--- config.mk ---
export PLATFORM = sky130hd
export DESIGN_NAME = uart_tx_io
export DESIGN_NICKNAME = d
export VERILOG_FILES = /design/src/rtl/uart_pkg.sv /design/src/rtl/uart_tx_fifo.sv /design/src/rtl/uart_tx_io.sv
export SDC_FILE = /design/constraint.sdc
export NUM_CORES = 1
export LEC_CHECK = 0
export ABC_AREA = 1
export ABC_CLOCK_PERIOD_IN_PS = 5000
export CORE_MARGIN = 4
export CORE_UTILIZATION = 50
export CTS_BUF_LIST = sky130_fd_sc_hd__clkbuf_16
export DETAILED_ROUTE_END_ITERATION = 10
export PLACE_DENSITY = 0.75
export SYNTH_ARGS = -nofsm -noshare
export SYNTH_HDL_FRONTEND = slang
export SYNTH_SLANG_ARGS = --single-unit
--- constraint.sdc ---
create_clock -name clk -period 5 [get_ports clk]
set_clock_uncertainty 0.1 [all_clocks]
set_input_delay 0.75 -clock clk [delete_from_list [all_inputs] [get_ports clk]]
set_output_delay 0.75 -clock clk [all_outputs]
set_load 0.01 [all_outputs]
--- src/rtl/uart_pkg.sv ---
// uart_pkg: shared types, register offsets and STATUS bit layout for the UART transmitter.
package uart_pkg;

    typedef enum logic [1:0] {UTIdle, UTStart, UTData, UTStop} UartTxState;

    localparam logic [1:0] UART_REG_DATA   = 2'd0;
    localparam logic [1:0] UART_REG_STATUS = 2'd1;
    localparam logic [1:0] UART_REG_CTRL   = 2'd2;

    localparam int ST_FULL   = 0;
    localparam int ST_EMPTY  = 1;
    localparam int ST_BUSY   = 2;
    localparam int ST_OVF    = 3;
    localparam int ST_CNT_LO = 4;

    function automatic logic [3:0] sat4(input logic [31:0] c);
        return (c > 32'd15) ? 4'hF : c[3:0];
    endfunction

endpackage

--- src/rtl/uart_tx_fifo.sv ---
// uart_tx_fifo: first-word fall-through byte FIFO; a push into a full FIFO succeeds only alongside a pop.
module uart_tx_fifo #(
    parameter int DEPTH = 8,
    parameter int WIDTH = 8
) (
    input  logic                     clk,
    input  logic                     reset,
    input  logic                     push,
    input  logic                     pop,
    input  logic [WIDTH-1:0]         din,
    output logic [WIDTH-1:0]         dout,
    output logic                     full,
    output logic                     empty,
    output logic [$clog2(DEPTH):0]   count
);
    localparam int AW = $clog2(DEPTH);

    logic [WIDTH-1:0] mem_q [DEPTH];
    logic [AW-1:0]    wr_ptr_q, wr_ptr_d, rd_ptr_q, rd_ptr_d;
    logic [AW:0]      count_q, count_d;
    logic             do_push, do_pop;

    assign full  = count_q == (AW+1)'(DEPTH);
    assign empty = count_q == '0;
    assign dout  = mem_q[rd_ptr_q];
    assign count = count_q;

    always_comb begin
        do_pop   = pop & ~empty;
        do_push  = push & (~full | do_pop);
        wr_ptr_d = wr_ptr_q + AW'(do_push);
        rd_ptr_d = rd_ptr_q + AW'(do_pop);
        count_d  = count_q + (AW+1)'(do_push) - (AW+1)'(do_pop);
    end

    always_ff @(posedge clk) begin
        if (do_push) mem_q[wr_ptr_q] <= din;
    end

    always_ff @(posedge clk or posedge reset) begin
        if (reset) begin
            wr_ptr_q <= '0;
            rd_ptr_q <= '0;
            count_q  <= '0;
        end else begin
            wr_ptr_q <= wr_ptr_d;
            rd_ptr_q <= rd_ptr_d;
            count_q  <= count_d;
        end
    end

endmodule

--- src/rtl/uart_tx_io.sv ---
// uart_tx_io: memory-mapped 8N1 UART transmitter with TX FIFO and STATUS readback.
// Define UART_TX_IRQ_EN to add the CTRL[0] irq enable and the TX-drained interrupt.
module uart_tx_io
    import uart_pkg::*;
#(
    parameter int CLK_FREQ   = 48_000_000,
    parameter int BAUD       = 115_200,
    parameter int FIFO_DEPTH = 8
) (
    input  logic        clk,
    input  logic        reset,
    input  logic        sel,
    input  logic [1:0]  addr,
    input  logic [31:0] wdata,
    input  logic [3:0]  wmask,
    input  logic        rstrb,
    output logic [31:0] rdata,
    output logic        tx,
    output logic        irq
);
    localparam int DIV = (CLK_FREQ + BAUD / 2) / BAUD;
    localparam int CW  = $clog2(DIV + 1);
    localparam int AW  = $clog2(FIFO_DEPTH);

    UartTxState  state_q, state_d;
    logic [CW-1:0] cnt_q, cnt_d;
    logic [2:0]  bit_q, bit_d;
    logic [7:0]  shift_q, shift_d;
    logic        tx_q, tx_d;
    logic [31:0] rdata_q, rdata_d;
    logic        ovf_q, ovf_d;
    logic        irq_q, irq_d;
    logic [31:0] status, ctrl_val, rd_val;
    logic        wr, rd, push, pop, bit_done;
    logic [7:0]  f_dout;
    logic        f_full, f_empty;
    logic [AW:0] f_count;
    logic        unused;

    assign unused = ^{wdata[31:8], wmask[3:1]};
    assign wr     = sel & wmask[0];
    assign rd     = sel & rstrb;
    assign push   = wr & (addr == UART_REG_DATA);
    assign bit_done = cnt_q == CW'(DIV - 1);

    uart_tx_fifo #(.DEPTH(FIFO_DEPTH), .WIDTH(8)) u_fifo (
        .clk   (clk),
        .reset (reset),
        .push  (push),
        .pop   (pop),
        .din   (wdata[7:0]),
        .dout  (f_dout),
        .full  (f_full),
        .empty (f_empty),
        .count (f_count)
    );

    always_comb begin
        state_d = state_q;
        bit_d   = bit_q;
        shift_d = shift_q;
        pop     = 1'b0;
        cnt_d   = (state_q == UTIdle || bit_done) ? '0 : cnt_q + CW'(1);
        case (state_q)
            UTIdle: if (!f_empty) begin
                pop     = 1'b1;
                shift_d = f_dout;
                state_d = UTStart;
            end
            UTStart: if (bit_done) begin
                bit_d   = 3'd0;
                state_d = UTData;
            end
            UTData: if (bit_done) begin
                shift_d = shift_q >> 1;
                bit_d   = bit_q + 3'd1;
                state_d = (bit_q == 3'd7) ? UTStop : UTData;
            end
            UTStop: if (bit_done) state_d = UTIdle;
        endcase
        // tx is registered from the next state so it changes on the same edge as the state
        tx_d = (state_d == UTStart) ? 1'b0 : (state_d == UTData) ? shift_d[0] : 1'b1;
    end

    always_comb begin
        status                   = '0;
        status[ST_FULL]          = f_full;
        status[ST_EMPTY]         = f_empty;
        status[ST_BUSY]          = state_q != UTIdle;
        status[ST_OVF]           = ovf_q;
        status[ST_CNT_LO +: 4]   = sat4(32'(f_count));
        rd_val  = (addr == UART_REG_STATUS) ? status : (addr == UART_REG_CTRL) ? ctrl_val : '0;
        rdata_d = rd ? rd_val : rdata_q;
        // a push into a full FIFO is only lost when no pop frees a slot that cycle
        ovf_d   = (push & f_full & ~pop) | (ovf_q & ~(rd & addr == UART_REG_STATUS));
    end

`ifdef UART_TX_IRQ_EN
    logic irq_en_q, irq_en_d;

    always_comb begin
        irq_en_d = (wr & addr == UART_REG_CTRL) ? wdata[0] : irq_en_q;
        irq_d    = irq_en_d & f_empty & (state_q == UTIdle) & ~push;
        ctrl_val = {31'b0, irq_en_q};
    end

    always_ff @(posedge clk or posedge reset) begin
        if (reset) irq_en_q <= 1'b0;
        else       irq_en_q <= irq_en_d;
    end
`else
    assign irq_d    = 1'b0;
    assign ctrl_val = '0;
`endif

    always_ff @(posedge clk or posedge reset) begin
        if (reset) begin
            state_q <= UTIdle;
            cnt_q   <= '0;
            bit_q   <= '0;
            shift_q <= '0;
            tx_q    <= 1'b1;
            rdata_q <= '0;
            ovf_q   <= 1'b0;
            irq_q   <= 1'b0;
        end else begin
            state_q <= state_d;
            cnt_q   <= cnt_d;
            bit_q   <= bit_d;
            shift_q <= shift_d;
            tx_q    <= tx_d;
            rdata_q <= rdata_d;
            ovf_q   <= ovf_d;
            irq_q   <= irq_d;
        end
    end

    assign tx    = tx_q;
    assign rdata = rdata_q;
    assign irq   = irq_q;

endmodule

Word level (Yosys, flattened, before mapping)
Memory sizes are Yosys's and may differ from the RTL's. Cells that the tools add are included.

Register bits: 66. Memory bits (writable): 64. Input bits: 42. Output and inout bits: 34. Word-level logic and storage cells: 74. Memories: 1.

Memories: u_fifo.mem_q (depth 8, width 8, read ports 1, clocked after memory_dff 0, wr ports 1, RTL line uart_tx_fifo.sv:18) `logic [WIDTH-1:0] mem_q [DEPTH];`.

Add/sub/neg operators: 6. Equality and inequality tests: 12. Multiplexer cells: 20. Bitwise gates (word level): 15. Reductions and logical operators: 9.

Operator list (count): $mux 8 (3); $pmux 8 s2 (1); $add 9x1->9 const B (1); $and 1x1->1 (9); $eq 9x9->1 const B (1); $mux 9 (1); $mux 2 (4); $pmux 2 s4 (1); $mux 1 (7); $add 3x1->3 (2); $eq 2x1->1 const B (3); $eq 2x2->1 const B (3); $mux 3 (2); $ne 2x2->1 const B (3); $pmux 3 s2 (1); $reduce_and 3->1 (2); $reduce_bool 2->1 (3); $add 4x1->4 (1); $eq 4x4->1 const B (1); $logic_not 2->1 (2); $logic_not 4->1 (1); $not 1->1 (4); $sub 4x1->4 (1); $add 3x1->3 const B (1); other kinds (3) (4).

Depth between registers and ports, before layout
Word-level depth: 8. Gate-level depth with buffers: 13. Mapped depth without buffers: 13.

By module
From an unflattened synthesis, not the netlist that was laid out.

Cells, all modules: 544. Area, all modules: 5173.7 um2.

By module, submodules not included: uart_tx_fifo (instances 1, cells an instance 344, area each 3447.1 um2, sequential area each 2172.1 um2); uart_tx_io (instances 1, cells an instance 200, area each 1726.7 um2, sequential area each 802.0 um2).

Least setup slack after synthesis
Ideal clock, no wire load.

Path type: flip-flop to flip-flop. Start: reg u_fifo.count_q[2], in the netlist u_fifo.count[2]. End: reg u_fifo.count_q[2], in the netlist u_fifo.count[2]. Setup time: 0.123 ns. Arrival: 1.977 ns. Required time: 4.777 ns. Path slack: 2.801 ns. Cell stages (with the launch flop): 13. Path buffers: 1. Period minus slack after synthesis: 2.199 ns. Cells stage by stage: dfrtp_1 -> inv_1 -> ha_1 -> nand3_1 -> nand2_1 -> inv_1 -> buf_4 -> ha_1 -> inv_1 -> ha_1 -> inv_1 -> fa_1 -> xnor2_1.

Cells in the longest elaborated chain, start to end: 8. Elaborated cells on any way between the ends: 11. Those cells by class: 2 x add/sub; 1 x eq/ne; 2 x mux; 5 x bitwise; 1 x reduce/logical.

Ends and longest elaborated chain: from (decl) (RTL line uart_tx_fifo.sv:20) `logic [AW:0] count_q, count_d;`; from (signal assigned) (RTL line uart_tx_fifo.sv:48) `count_q <= count_d;`; $logic_not 4->1 (RTL line uart_tx_fifo.sv:24) `assign empty = count_q == '0;`; $mux 1 (RTL line uart_tx_io.sv:65) `UTIdle: if (!f_empty) begin`; $mux 1 (RTL line uart_tx_io.sv:64) `case (state_q)`; $and 1x1->1 (RTL line uart_tx_fifo.sv:29) `do_pop = pop & ~empty;`; $or 1x1->1 (RTL line uart_tx_fifo.sv:30) `do_push = push & (~full | do_pop);`; $and 1x1->1 (RTL line uart_tx_fifo.sv:30); $add 4x1->4 (RTL line uart_tx_fifo.sv:33) `count_d = count_q + (AW+1)'(do_push) - (AW+1)'(do_pop);`; $sub 4x1->4 * (RTL line uart_tx_fifo.sv:33); via u_fifo.count_d[2] (RTL line uart_tx_fifo.sv:20).

The timed path passes the listed nets; every way through them passes the cells marked *. A chain may end at the register's enable or synchronous reset.

Worst setup path after layout
Start: reg u_fifo.count_q[2], in the netlist u_fifo.count[2]. End: mem u_fifo.mem_q[7][1], enable pin.

Cells in the longest elaborated chain, start to end: 8. Elaborated cells on any way between the ends: 11. Those cells by class: 1 x eq/ne; 4 x mux; 5 x bitwise; 1 x reduce/logical.

Ends and longest elaborated chain: $logic_not 4->1 (RTL line uart_tx_fifo.sv:24); $mux 1 (RTL line uart_tx_io.sv:65); $mux 1 (RTL line uart_tx_io.sv:64); $and 1x1->1 (RTL line uart_tx_fifo.sv:29); $or 1x1->1 * (RTL line uart_tx_fifo.sv:30); $and 1x1->1 * (RTL line uart_tx_fifo.sv:30); $mux 1 * (RTL line uart_tx_fifo.sv:37) `if (do_push) mem_q[wr_ptr_q] <= din;`; $mux 1 (not written as such) * (RTL line uart_tx_fifo.sv:37); to (decl) (RTL line uart_tx_fifo.sv:18).

Mark *: on every way between the ends. The rest lies on a longest branch, timed or not.

==> results.yml <==
outcome:
  status: "complete, no violations"
grt:
  track_usage_pct: 16.3
  grt_pass1_wl_um: 14100
  grt_pass1_vias: 2880
  grt_max_degree: 43
  globalRouteOverflowTotal: 0
  antenna_found_initial: 0
route:
  route.vias.total: 3002
  first_pass_iters: 4
  drt_wl_total_um: 8440
  remaining_drc_errors: 0
  vias_per_cell: 5.24
  postRouteAntennaNets: 0
  wl_per_cell_um: 14.7
  drt_iter0_drc: 185
finish:
  n_fill_cell: 725
  diodes: 0
  final_common_cell: "nor2_1"
  drive_gt1_share_pct: 6.71
  area_growth_pct: 11.0
  layout_common_cells: "nor2_1 (65), edfxtp_1 (64), nand2_1 (61)"
  nets: 514
yosys:
  syn_area_mm2: 0.00471
  synthTopCellsByArea: "edfxtp_1 (41%), dfrtp_1 (22%), nor2_1 (5.2%), nand2_1 (4.9%), o21ai_0 (4.6%)"
  avgSynthCellArea_um2: 10.9
  synth_top_area_share_pct: 40.8
  yosys.area.top_type: "edfxtp_1"
  synth_seq_cells: 106
  syn_inst: 434
  ys_seq_area_share_pct: 63.2
  yosysWarnings: 0
  synthDistinctLibCells: 35
sta:
  post-route-period-util_pct: 58.0
  period_minus_slack_ns: 2.90
  clock.fmax_mhz: 345
  drv_slew: 0
  relSlewSlack_pct: 22.6
  report.final.hold_viol_count: 0
  worst_pin_slew_ns: 1.16
  setup_viol: 0
  rsz0062_at_grt: "no"
  tns_ns: 0
cts:
  clk_pin_slew_worst_paths_ns: 0.07
  hold_buffers: 0
  cts_max_level: 3
  cts_resized: 0
  cts_made_buffers: 9
  insertion_delay_ns: 0.34
  clock_sinks: 106
  cts_root_buffer: "clkbuf_16"
  cts_tree: "built"
  cts_buffer_depth: 2
  postCtsSetupRepairBufs: 0
worst_setup_path:
  crit_fanout: 12
  crit_type: "reg2reg"
  cp-end-kind: "register"
  worst_ep_required_time_ns: 4.87
  critPathArrivalTime_ns: 2.77
  critPathLaunchType: "register"
power:
  power_w: 0.00194
  p_per_area_mw_per_mm2: 371
  ir_drop_mv: 0.269
  leakage_nw: 2.10
floorplanning:
  io_pins: 76
  core-area_mm2: 0.00920
  rows: 35
  die_w_um: 105
  die_area_mm2: 0.0110
  start_util_pct: 51.2
  die_h_um: 105
placement:
  io_buffers: 23
  dp_hpwl_um: 5400
  gp_congestion: 0.815
hold_path:
  hp-class: "reg2reg"
run:
  drv_cap: 0
## state kept, by name, summed over array words and instances (netlist names)
name and flops:
u_fifo.wr_ptr_q 3, u_fifo.rd_ptr_q 3, cnt_q 9, shift_q 8
tx 1, ovf_q 1, rdata 8, bit_q 3
u_fifo.count 4, u_fifo.mem_q 64, state_q 2
## synthesized netlist by cell type, drive strengths merged
master,count
nor3b,1
a31oi,2
nand2,64
a22o,2
and3,2
clkbuf,3
xnor2,2
nand3,20
nor3,6
and2,1
buf,33
o21ai,49
a21oi,3
inv,34
edfxtp,64
clkinv,2
dfrtp,41
conb,1
o22ai,2
ha,14
fa,1
o31ai,1
o211ai,12
dfstp,1
xor2,2
nor2,71
## worst paths after layout
path                       slack [ns]                      start  cells after the start                           end
max                              2.10  u_fifo.count[2]$_DFF_PP0_                      9  u_fifo.mem_q[7][1]$_DFFE_PP_
min in group asynchronous        0.73                      reset                      3            cnt_q[7]$_DFF_PP0_
max in group asynchronous        3.71                      reset                      3                  tx$_DFF_PP1_
min reg2reg                      0.36         cnt_q[0]$_DFF_PP0_                      1            cnt_q[0]$_DFF_PP0_
max reg2reg                      2.10  u_fifo.count[2]$_DFF_PP0_                      9  u_fifo.mem_q[7][1]$_DFFE_PP_
min                              0.36         cnt_q[0]$_DFF_PP0_                      1            cnt_q[0]$_DFF_PP0_
## area by class of cell
class	count	area, um2	area share, %
Clock buffer	9	225	4.31
Clock inverter	7	86.3	1.65
Inverter	36	140	2.68
Multi-Input combinational cell	280	1430	27.3
Sequential cell	106	2970	56.9
Tap cell	111	139	2.66
Timing Repair Buffer	24	238	4.55
## report_power, final
part           switching [W]  internal, W
sequential         0.0000288     0.000980
combinational       0.000119    0.0000833
clock               0.000328     0.000401
total               0.000476      0.00146
## routing by layer
layer	routed length, um	track usage [%]	vias up
li1	-	-	1463
met1	3460	19.6	1431
met2	4310	28.6	100
met3	576	4.88	8
met4	83	4.31	0
met5	0	0	-
## through the flow
| step | util [%] | hold slack (ns) | setup slack, ns | instances | cell area (um2) |
|---|---|---|---|---|---|
| 6_report | 56.9 | 0.359 | 2.10 | 573 | 5230 |
| 5_1_grt | 56.9 | 0.391 | 1.89 | 573 | 5230 |
| 4_1_cts | 56.9 | 0.367 | 2.06 | 573 | 5230 |
| 2_1_floorplan | - | 0.332 | 2.80 | 458 | 4800 |
| 3_3_place_gp | 53.5 | 0.350 | 2.03 | 557 | 4920 |
| 3_5_place_dp | 53.5 | 0.357 | 1.97 | 557 | 4920 |
## cell families after synthesis
group           share of synthesized area, %
compound gates                          8.58
flops                                   63.2
buf+inv                                 8.47
xor+xnor                               0.744
other cells                           0.0796
fa+ha+maj                               4.14
simple gates                            14.8
## worst max-delay path: stages, from the launching register on
cell	delay (ns)
dfrtp_1	0.32
inv_1	0.07
ha_1	0.20
nand3_1	0.17
nand2_1	0.11
inv_1	0.43
nor2_2	0.09
nor2_4	0.16
nand2_1	0.13
nor2_1	0.74
(Power assumes the default switching activity.)
